## config.mk

```make
export PLATFORM = sky130hd
export DESIGN_NAME = mem_port_arbiter
export DESIGN_NICKNAME = d
export VERILOG_FILES = /design/src/rtl/mem_port_arbiter.sv
export SDC_FILE = /design/constraint.sdc
export NUM_CORES = 1
export LEC_CHECK = 0
export ABC_AREA = 0
export ABC_CLOCK_PERIOD_IN_PS = 2300
export CAP_MARGIN = 20
export CORE_AREA = 2 2 542 544
export CTS_BUF_LIST = sky130_fd_sc_hd__clkbuf_4 sky130_fd_sc_hd__clkbuf_8
export CTS_CLUSTER_DIAMETER = 100
export DETAILED_ROUTE_END_ITERATION = 8
export DIE_AREA = 0 0 544 546
export SLEW_MARGIN = 20
export SYNTH_ARGS = -nofsm -noshare
export SYNTH_HDL_FRONTEND = slang
export SYNTH_SLANG_ARGS = --single-unit
```

## constraint.sdc

```tcl
create_clock -name clk -period 2.3 [get_ports clk]
set_input_delay 0.69 -clock clk [delete_from_list [all_inputs] [get_ports clk]]
set_output_delay 0.69 -clock clk [all_outputs]
set_load 0.01 [all_outputs]
```

## src/rtl/mem_port_arbiter.sv

```systemverilog
// mem_port_arbiter: shares one memory port between an I-cache and a D-cache, with alternating priority when both request.
module mem_port_arbiter #(
  parameter int ADDR_WIDTH = 32,
  parameter int LINE_WIDTH = 256
) (
  input  logic                  clk,
  input  logic                  rst_n,
  input  logic                  i_strobe_i,
  input  logic [ADDR_WIDTH-1:0] i_addr_i,
  output logic                  i_done_o,
  output logic [LINE_WIDTH-1:0] i_data_o,
  input  logic                  d_strobe_i,
  input  logic [ADDR_WIDTH-1:0] d_addr_i,
  input  logic                  d_rw_i,
  input  logic [LINE_WIDTH-1:0] d_data_i,
  output logic                  d_done_o,
  output logic [LINE_WIDTH-1:0] d_data_o,
  output logic                  m_strobe_o,
  output logic [ADDR_WIDTH-1:0] m_addr_o,
  output logic                  m_rw_o,
  output logic [LINE_WIDTH-1:0] m_data_o,
  input  logic                  m_done_i,
  input  logic [LINE_WIDTH-1:0] m_data_i
);
  typedef enum logic [1:0] {IDLE, ISSUE, WAIT, RESP} state_t;
  state_t state;
  logic i_pend, d_pend, last_d, grant_d, d_rw_q;
  logic [ADDR_WIDTH-1:0] i_addr_q, d_addr_q;
  logic [LINE_WIDTH-1:0] d_wdata_q;
  logic sel_d, i_resp, d_resp, i_take, d_take;
  always_comb begin
    sel_d  = d_pend & (~i_pend | ~last_d);
    i_resp = (state == RESP) & ~grant_d;
    d_resp = (state == RESP) & grant_d;
    // a strobe during its own completion cycle re-arms the flag
    i_take = i_strobe_i & (~i_pend | i_resp);
    d_take = d_strobe_i & (~d_pend | d_resp);
  end
  always_ff @(posedge clk or negedge rst_n)
    if (!rst_n) begin
      i_pend    <= 1'b0;
      d_pend    <= 1'b0;
      i_addr_q  <= '0;
      d_addr_q  <= '0;
      d_rw_q    <= 1'b0;
      d_wdata_q <= '0;
    end else begin
      if (i_take) begin
        i_pend   <= 1'b1;
        i_addr_q <= i_addr_i;
      end else if (i_resp) i_pend <= 1'b0;
      if (d_take) begin
        d_pend    <= 1'b1;
        d_addr_q  <= d_addr_i;
        d_rw_q    <= d_rw_i;
        d_wdata_q <= d_data_i;
      end else if (d_resp) d_pend <= 1'b0;
    end
  always_ff @(posedge clk or negedge rst_n)
    if (!rst_n) begin
      state      <= IDLE;
      grant_d    <= 1'b0;
      last_d     <= 1'b1;
      m_strobe_o <= 1'b0;
      m_addr_o   <= '0;
      m_rw_o     <= 1'b0;
      m_data_o   <= '0;
      i_done_o   <= 1'b0;
      d_done_o   <= 1'b0;
      i_data_o   <= '0;
      d_data_o   <= '0;
    end else begin
      case (state)
        IDLE: if (i_pend | d_pend) begin
          state      <= ISSUE;
          grant_d    <= sel_d;
          last_d     <= sel_d;
          m_strobe_o <= 1'b1;
          m_addr_o   <= sel_d ? d_addr_q : i_addr_q;
          m_rw_o     <= sel_d & d_rw_q;
          m_data_o   <= sel_d ? d_wdata_q : '0;
        end
        ISSUE: begin
          m_strobe_o <= 1'b0;
          state      <= WAIT;
        end
        WAIT: if (m_done_i) begin
          state <= RESP;
          if (grant_d) begin
            d_data_o <= m_data_i;
            d_done_o <= 1'b1;
          end else begin
            i_data_o <= m_data_i;
            i_done_o <= 1'b1;
          end
        end
        RESP: begin
          i_done_o <= 1'b0;
          d_done_o <= 1'b0;
          state    <= IDLE;
        end
        default: state <= IDLE;
      endcase
    end
endmodule

```

==> out/results.ini, run 1 <==
[setup_path]
cp.required_ps=1610
path_max_fanout=2
critPathMaxStageDelay_ps=480
crit_buf_inv=1
worstSetupEndpointType=output port
reg2regPathDepth=6
crit_cells=1
startpoint_type=flop
cp_top_family=flip-flops
cp_cell_sequence=buf_6
path_class=reg -> out
cp.arrival_ps=1570
slowest_stage=dfrtp_2

[floorplanning]
start_util_pct=14.3
io_pins=1386
die_h_um=546
core-area_mm2=0.292
fp.dieArea_mm2=0.297
die_w_um=544
rows=199

[timing]
fin_worst_skew_ps=51.9
period_minus_slack_ps=2260
rsz0062_at_grt=true
fmax_mhz=442
finalHoldViolations=0
timing.final.crit_share_pct=98.3
slew_violations=0
tightest_slew_ps=576
fin_hold_ws_ps=372
slew_headroom_pct=61.6
finalSetupViolations=0

[finish]
utilization_pct=22.4
finalNonFillerCells=8425
synthToLayoutAreaGrowth_pct=56.7
drive_gt1_share_pct=52.6
nets=4896

[logic_synthesis]
synthDistinctLibCells=29
synth_edf_count=0
synth-seq-cells=1131
synthCells=2547
yosys.area.top_type_share_pct=67.6
yosysTopAreaCell=dfrtp_1
synth_area_leaders=dfrtp_1, mux2_2, a22o_1, buf_6, buf_2
seq_area_frac_synth_pct=67.6
synth_common_cells=dfrtp_1, mux2_2, a22o_1, buf_2, a21oi_1
yosysWarnings=0
yosys.cell_count.top_type=dfrtp_1
synth_fp_nets=3133
synth_area_mm2=0.0418
synthArstFlopShare_pct=100
syn_area_per_cell_um2=16.4
ys.flop_type=dfrtp_1

[detailed_routing]
drt_iter0_drc=1459
drcViolationCount=0
wl_per_cell_um=25.4
firstDrtPassIters=5
viasPerCell=3.59
postRouteAntennaNets=0
dr_total_vias=30300
routed_wl_mm=214

[pwr]
p_sw_share_pct=34.9
combinationalPowerShare_pct=40.5
p_clk_share_pct=21.3
p_leak_nw=29.1
sequentialPowerShare_pct=38.2
power_mw=94.8
internal_power_mw=61.7
p_switching_mw=33.1
peakVddDrop_v=0.000769
power_density_mw_per_mm2=1450

[global_routing]
antenna_found_initial=145
grt_use_total_pct=13.9
grt_start_max_net_pins=107
grt_first_pass_wirelength_mm=284
first_global_vias=32400
overflow=0

[clocking]
cts_buffers=200
ctsHtreeMaxLevel=4
clockBufferDepth=4
cts_tree=built
cts.clk_slew.worst_paths_ps=60
cts.sinks=1131
clk_latency_ps=930
root_buffer=clkbuf_8

[placed_design]
dp_hpwl_mm=176
port_buffers=1385
dp.cells=7865
globalplace.congestion=0.964

[min_path]
hold_depth=2
min_path_type=in -> reg

[run_status]
outcome=complete, no violations

[flow_run]
max_cap_viol_count=0

## power groups by stage
stage	clock (mW)	sequential (mW)	combinational [mW]
floorplan	0	37.0	14.9
global placement	0	35.7	39.2
detailed placement	0	36.0	39.8
CTS	20.9	36.2	38.8
global route	21.8	37.2	41.0
finish	20.1	36.3	38.4
## placed cells by master (no fill, tap or decap), types with 2 or more instances in the layout
master           instances
clkbuf_8               260
inv_1                    4
buf_6                  372
inv_8                    2
clkinv_8                 3
nor2_1                  35
nand2_1                 33
clkdlybuf4s50_1        580
mux2_2                 815
a21oi_1                 65
buf_8                    5
a21bo_2                  2
o21ai_0                  2
clkinvlp_4               6
buf_2                  422
dfrtp_1               1107
a21boi_4                 2
clkinv_2                15
a22o_1                 257
a21o_1                   3
nand2b_1                 2
clkbuf_4                65
buf_12                  46
ha_1                     4
mux2_1                  19
buf_4                  297
diode_2                 41
inv_12                   2
dfrtp_2                 23
## metrics by stage
stage               TNS [ps]  cell area, µm²  worst slack (ps)
finish                     0           65500              39.7
global route           -2740           65500             -87.5
CTS                   -15520           65300              -123
detailed placement   -324460           61500              -640
global placement     -340830           61500              -691
floorplan                  0           41800               530
## area by class of cell
type / count / area [µm²]
fillers: 31000 / 227000
flip-flops and latches: 1131 / 28300
repair buffers: 1723 / 15300
multi-input cells: 1250 / 12500
well taps: 3919 / 4900
clock buffers: 325 / 4070
clock inverters: 32 / 292
diodes: 41 / 103
inverters: 4 / 15.0
## path summary, 6_finish.rpt
path	from	endpoint	slack, ps
hold reg to reg	d_wdata_q[213]	m_data_o[213]	480
setup / recovery	m_data_o[79]	m_data_o[79]	40
setup reg to reg	state[0]	d_wdata_q[138]	120
hold / removal	d_data_i[106]	d_wdata_q[106]	370
min in group asynchronous	rst_n	d_wdata_q[195]	630
max in group asynchronous	rst_n	d_data_o[211]	960
## repair_timing
action                     in CTS  in global routing
hold buffers                    1                  0
setup endpoints to repair     804                153
hold endpoints to repair      265                  0
buffers inserted              144                 17
pin swaps                       0                  0
gates resized for setup      3893                  5
## layer usage
layer | track usage (%) | routed length (µm) | up-vias
li1 | - | - | 12800
met1 | 14.8 | 77500 | 15500
met2 | 24.1 | 105000 | 1517
met3 | 6.17 | 22800 | 441
met4 | 5.23 | 8840 | 36
met5 | 0 | 236 | -
## registers in the layout, indices dropped and copies added, names as in the netlist, 2 cells and up
name	count
state	2
i_data_o	256
d_wdata_q	256
m_data_o	256
m_addr_o	32
d_addr_q	32
i_addr_q	32
d_data_o	256
## kinds of logic after synthesis
family	Yosys count	share of synthesized area (%)
AOI/OAI and AO/OA	337	6.44
muxes	834	22.4
DFF	1131	67.6
adders and majority gates	4	0.120
buffers and inverters	166	2.64
and+or+nand+nor	75	0.715
No activity file was read; power rests on OpenSTA's default activity.
==> inputs of run 2 (changes only) <==
--- a/config.mk
+++ b/config.mk
@@ -13,6 +13,7 @@
 export CTS_CLUSTER_DIAMETER = 100
 export DETAILED_ROUTE_END_ITERATION = 8
 export DIE_AREA = 0 0 544 546
+export RECOVER_POWER = 100
 export SLEW_MARGIN = 20
 export SYNTH_ARGS = -nofsm -noshare
 export SYNTH_HDL_FRONTEND = slang
==> run 2 against run 1 <==
Effect of this change: power decreased by 2.9%; sequential share of layout area increased by 1.4 points; worst hold slack got worse by 2.2 ps; routed wire length increased by 0.12%; clock-buffer cell count unchanged; final cell count unchanged; via count increased by 0.30%; maximum frequency increased by 0.23%; critical path type unchanged; critical path depth unchanged; combinational power decreased by 6.5%.
==> out/results.ini, run 2 (synthesis results as in run 1) <==
[setup_path]
slowest_stage=dfrtp_2
crit_buf_inv=1  ; unchanged
cp.arrival_ps=1570  ; about the same
cp.required_ps=1610  ; about the same
cp_cell_sequence=buf_6
startpoint_type=flop
cp_top_family=flip-flops
path_class=reg -> out
path_max_fanout=2  ; unchanged
worstSetupEndpointType=output port
critPathMaxStageDelay_ps=480  ; about the same

[timing]
period_minus_slack_ps=2260  ; -5.13 ps
finalSetupViolations=0  ; unchanged
slew_violations=0  ; unchanged
timing.final.crit_share_pct=98.1  ; -0.22 points
slew_headroom_pct=7.08  ; -54 points
finalHoldViolations=0  ; unchanged
fin_worst_skew_ps=50.3  ; -1.59 ps
tightest_slew_ps=1390  ; +817 ps
fmax_mhz=443  ; +0.23%
setup_tns_ps=0  ; unchanged
rsz0062_at_grt=true

[placed_design]
globalplace.congestion=0.964  ; unchanged
dp.cells=7865  ; unchanged
port_buffers=1385  ; unchanged
dp_hpwl_mm=176  ; unchanged

[pwr]
combinationalPowerShare_pct=39.0  ; -1.5 points
p_leak_nw=28.0  ; -3.7%
internal_power_mw=59.2  ; -4.0%
sequentialPowerShare_pct=39.1  ; +0.9 points
p_sw_share_pct=35.7  ; +0.77 points
peakVddDrop_v=0.000741  ; -3.6%
p_clk_share_pct=21.9  ; +0.6 points
p_switching_mw=32.8  ; -0.74%
power_density_mw_per_mm2=1450  ; +0.25%

[detailed_routing]
viasPerCell=3.61  ; +0.30%
wl_per_cell_um=25.4  ; +0.12%
drcViolationCount=0  ; unchanged
firstDrtPassIters=5  ; unchanged
dr_total_vias=30400  ; +0.30%
routed_wl_mm=214  ; +0.12%
postRouteAntennaNets=0  ; unchanged
drt_iter0_drc=1504  ; +3.1%

[clocking]
cts.clk_slew.worst_paths_ps=60  ; about the same
cts.sinks=1131  ; unchanged
clockBufferDepth=4  ; unchanged
cts_buffers=200  ; unchanged
clk_latency_ps=930  ; about the same
ctsHtreeMaxLevel=4  ; unchanged
root_buffer=clkbuf_8
cts_tree=built

[floorplanning]
io_pins=1386  ; unchanged
fp.dieArea_mm2=0.297  ; unchanged
die_h_um=546  ; unchanged
core-area_mm2=0.292  ; unchanged
die_w_um=544  ; unchanged
start_util_pct=14.3  ; unchanged
rows=199  ; unchanged

[global_routing]
grt_start_max_net_pins=107  ; unchanged
first_global_vias=32400  ; unchanged
grt_use_total_pct=13.9  ; unchanged
antenna_found_initial=145  ; unchanged
overflow=0  ; unchanged
grt_first_pass_wirelength_mm=284  ; unchanged

[finish]
drive_gt1_share_pct=48.5  ; -4.1 points
mostFrequentLayoutCells=dfrtp_1, mux2_2, clkdlybuf4s50_1, clkbuf_2, buf_4
finalNonFillerCells=8425  ; unchanged
regArea_mm2=0.0283  ; unchanged
layout_commonest_cell=dfrtp_1
synthToLayoutAreaGrowth_pct=51.8
multi_input_area_mm2=0.0125  ; about the same
fill_cells=31400  ; +1.4%
nets=4896  ; unchanged

[run_status]
outcome=complete, no violations

[flow_run]
max_cap_viol_count=0  ; unchanged

[min_path]
min_path_type=in -> reg

run 2: cell types whose count changed in the layout (fill, tap and decap cells not counted), sizes merged:
cell    previous run  this run
buf             1142       564
clkbuf           325       903
run 2: timing repair:
item                                   in CTS  in global routing
gates resized for setup                  3893                  5
setup endpoints to repair                 804                153
buffers inserted                          144                 17
hold buffers                                1                  0
pin swaps                                   0                  0
endpoints found under the hold margin     265                  0
run 2: worst paths after layout:
kind                                     start             end  slack [ps]  depth (start not counted)
worst min register to register  d_wdata_q[213]   m_data_o[213]         480                          1
worst max register to register        state[0]   i_data_o[104]          50                          6
max in group asynchronous                rst_n   i_data_o[127]          50                          5
min in group asynchronous                rst_n  d_wdata_q[142]        1270                          3
worst min-delay path             d_data_i[139]  d_wdata_q[139]         370                          2
worst max-delay path              m_data_o[71]    m_data_o[71]          40                          1
run 2: final cells by class:
class                   instances  area share (%)
flip-flops and latches       1131            44.6
repair buffers               1723            21.0
multi-input cells            1250            19.7
well taps                    3919            7.72
clock buffers                 325            6.40
clock inverters                32           0.459
diodes                         41           0.162
inverters                       4          0.0236
run 2: through the flow:
step / util, % / setup WS (ps) / area (µm²) / hold slack (ps) / total power, mW
floorplan: - / 530 / 41800 / 394 / 51.9
global placement: 21.0 / -691 / 61500 / 468 / 74.9
global route: 21.7 / -87.5 / 63500 / 247 / 97.3
detailed placement: 21.0 / -640 / 61500 / 475 / 75.9
finish: 21.7 / 44.8 / 63500 / 370 / 92.1
CTS: 22.4 / -123 / 65300 / 173 / 95.9
run 2: metal layers:
layer  global-route usage, %  vias to the layer above  wire length (µm)
li1                        -                    12800                 -
met1                    14.8                    15500             77300
met2                    24.1                     1569            104000
met3                    6.17                      469             23000
met4                    5.23                       36              9240
met5                       0                        -               240
run 2: power by group through the flow:
stage	Sequential (mW)	Clock, mW	Combinational, mW
floorplan	37.0	0	14.9
global placement	35.7	0	39.2
detailed placement	36.0	0	39.8
CTS	36.2	20.9	38.8
global route	37.0	21.8	38.5
finish	36.0	20.1	35.9
==> inputs of run 3 (changes only) <==
==> constraint.sdc (replaced) <==
create_clock -name clk -period 2.3 [get_ports clk]
set_input_delay 0.69 -clock clk [delete_from_list [all_inputs] [get_ports clk]]
set_output_delay 0.69 -clock clk [all_outputs]
set_load 0.1 [all_outputs]
==> run 3 against run 2 <==
Effect of this change: the flow now finishes with violations (setup timing); non-clock buffer count up 52; sequential share of layout area shrank 6.9 points; routed wire length grew 2.8%; critical path type is now reg -> reg; final area up 18%; register-to-register slack lost 140 ps; worst setup slack worse by 130 ps; critical path depth grew 5.
==> out/results.ini, run 3 (synthesis results as in run 1) <==
[global_routing]
antenna_found_initial=152  ; +4.8%
met2_usage_pct=23.8  ; -0.25 points
grt.busiest_layer=met2
grt_start_max_net_pins=73  ; -32%
first_global_vias=32900  ; +1.4%
grt_first_pass_wirelength_mm=291  ; +2.2%
grt_use_total_pct=14.2  ; +0.29 points
overflow=0  ; unchanged
use_met3_pct=6.72  ; +0.54 points
met1_usage_pct=14.9  ; +0.10 points

[timing]
period_minus_slack_ps=2390  ; +132 ps
fmax_mhz=419  ; -5.5%
fin_ws_ps=-87.4  ; -132 ps
rsz0062_at_grt=true
slew_headroom_pct=9.45  ; +2.4 points
finalHoldViolations=0  ; unchanged
timing.final.crit_share_pct=104  ; +5.7 points
fin_worst_skew_ps=71.8  ; +21.5 ps
fin_hold_ws_ps=345  ; -24.8 ps
tightest_slew_ps=1360  ; -35.5 ps
finalSetupViolations=153  ; +153
slew_violations=0  ; unchanged

[detailed_routing]
drcViolationCount=0  ; unchanged
wl_per_cell_um=25.9  ; +1.7%
dr_total_vias=31100  ; +2.4%
viasPerCell=3.65  ; +1.4%
drt_iter0_drc=1576  ; +4.8%
postRouteAntennaNets=0  ; unchanged
routed_wl_mm=220  ; +2.8%
firstDrtPassIters=5  ; unchanged

[setup_path]
rrSetupSlack_ps=-90  ; -140 ps
slowest_stage=clkbuf_4
path_class=reg -> reg
worstSetupEndpointType=flop
cp-endpoint=i_data_o[53]
worstSetupStartpoint=state[0]
reg2regPathDepth=6  ; unchanged
r2r-end=i_data_o[53]
cp_cell_sequence=inv_1, ha_1, and3b_4, clkbuf_4, buf_4, mux2_2
cp.required_ps=3040  ; +1430 ps
critPathMaxStageDelay_ps=500  ; +20 ps
path_max_fanout=21  ; +19
startpoint_type=flop
r2r_start=state[0]
cp.arrival_ps=3130  ; +1560 ps

[placed_design]
port_buffers=1385  ; unchanged
globalplace.congestion=0.948  ; -1.7%
dp_hpwl_mm=176  ; about the same
dp.cells=7858  ; -0.089%

[finish]
mostFrequentLayoutCells=dfrtp_1, buf_12, mux2_2, clkdlybuf4s50_1, buf_4
layout_commonest_cell=dfrtp_1
synthToLayoutAreaGrowth_pct=79.8
fill_cells=29500  ; -6.0%
nets=4952  ; +1.1%
drive_gt1_share_pct=53.5  ; +5.0 points
regArea_mm2=0.0284  ; +0.24%
finalNonFillerCells=8514  ; +1.1%
multi_input_area_mm2=0.0125  ; -0.16%
utilization_pct=25.8  ; +4.0 points

[floorplanning]
core-area_mm2=0.292  ; unchanged
start_util_pct=14.3  ; unchanged
fp.dieArea_mm2=0.297  ; unchanged
rows=199  ; unchanged
die_w_um=544  ; unchanged
die_h_um=546  ; unchanged
io_pins=1386  ; unchanged

[clocking]
clk_latency_ps=930  ; about the same
clockBufferDepth=4  ; unchanged
cts_tree=built
cts.clk_slew.worst_paths_ps=60  ; about the same
cts_buffers=204  ; +2.0%
root_buffer=clkbuf_8
cts.sinks=1131  ; unchanged
ctsHtreeMaxLevel=4  ; unchanged

[min_path]
min_path_type=in -> reg

[flow_run]
max_cap_viol_count=0  ; unchanged

[run_status]
violations=setup timing
outcome=finished, violations left

==> run 3: cell types whose count changed in the layout (fill, tap and decap cells not counted), sizes merged <==
| cell | delta |
|---|---|
| clkinv | +6 |
| diode | +28 |
| buf | +533 |
| clkinvlp | -3 |
| inv | +1 |
| clkbuf | -482 |
| bufinv | +6 |
==> run 3: what timing repair did <==
action,4_1_cts,5_1_grt
endpoints found under the hold margin,285,0
gates resized for setup,1969,52
buffers inserted,118,102
pin swaps,0,0
endpoints found under the setup margin,804,793
hold buffers,1,0
==> run 3: layer usage <==
metal	vias to the layer above	share of wire, %
met5	-	0.13
met4	40	4.8
met3	505	11
met2	1658	49
met1	16000	35
li1	13000	-
==> run 3: stage by stage <==
| stage | setup TNS [ps] | worst slack [ps] | area (µm²) |
|---|---|---|---|
| 5_1_grt | -88990 | -168 | 75200 |
| 2_1_floorplan | 0 | 529 | 41800 |
| 3_3_place_gp | -264010 | -529 | 61300 |
| 3_5_place_dp | -285900 | -567 | 61300 |
| 6_report | -3100 | -87.4 | 75300 |
| 4_1_cts | -66780 | -207 | 74600 |
==> run 3: worst min path at each step <==
stage	from	end	slack [ps]	cells past startpoint
after detailed placement	d_wdata_q[75]	m_data_o[75]	480	1
after global routing	d_data_i[155]	d_wdata_q[155]	210	2
final	d_data_i[231]	d_wdata_q[231]	350	2
after global placement	d_wdata_q[171]	m_data_o[171]	470	1
after CTS	d_data_i[247]	d_wdata_q[247]	170	2
after floorplan	rst_n	d_addr_q[0]	390	0
==> run 3: area by class of cell <==
type	count	area share, %
inverters	4	0.0200
clock buffers	324	5.29
diodes	69	0.229
flip-flops and latches	1131	37.7
multi-input cells	1250	16.6
well taps	3919	6.52
clock inverters	42	0.667
repair buffers	1775	33.0
==> run 3: critical path: cells and delay by family, from the launching register on <==
kind | cells | cell delay [ps]
buffers and inverters | 3 | 930
multiplexers | 1 | 350
AND/OR/NAND/NOR | 1 | 190
adder cells (fa/ha/maj) | 1 | 170
flip-flops | 1 | 410
Power of run 3 is left out: the tool's default activity adds up to more than one toggle a clock period on the data nets, which glitch-free logic cannot reach.
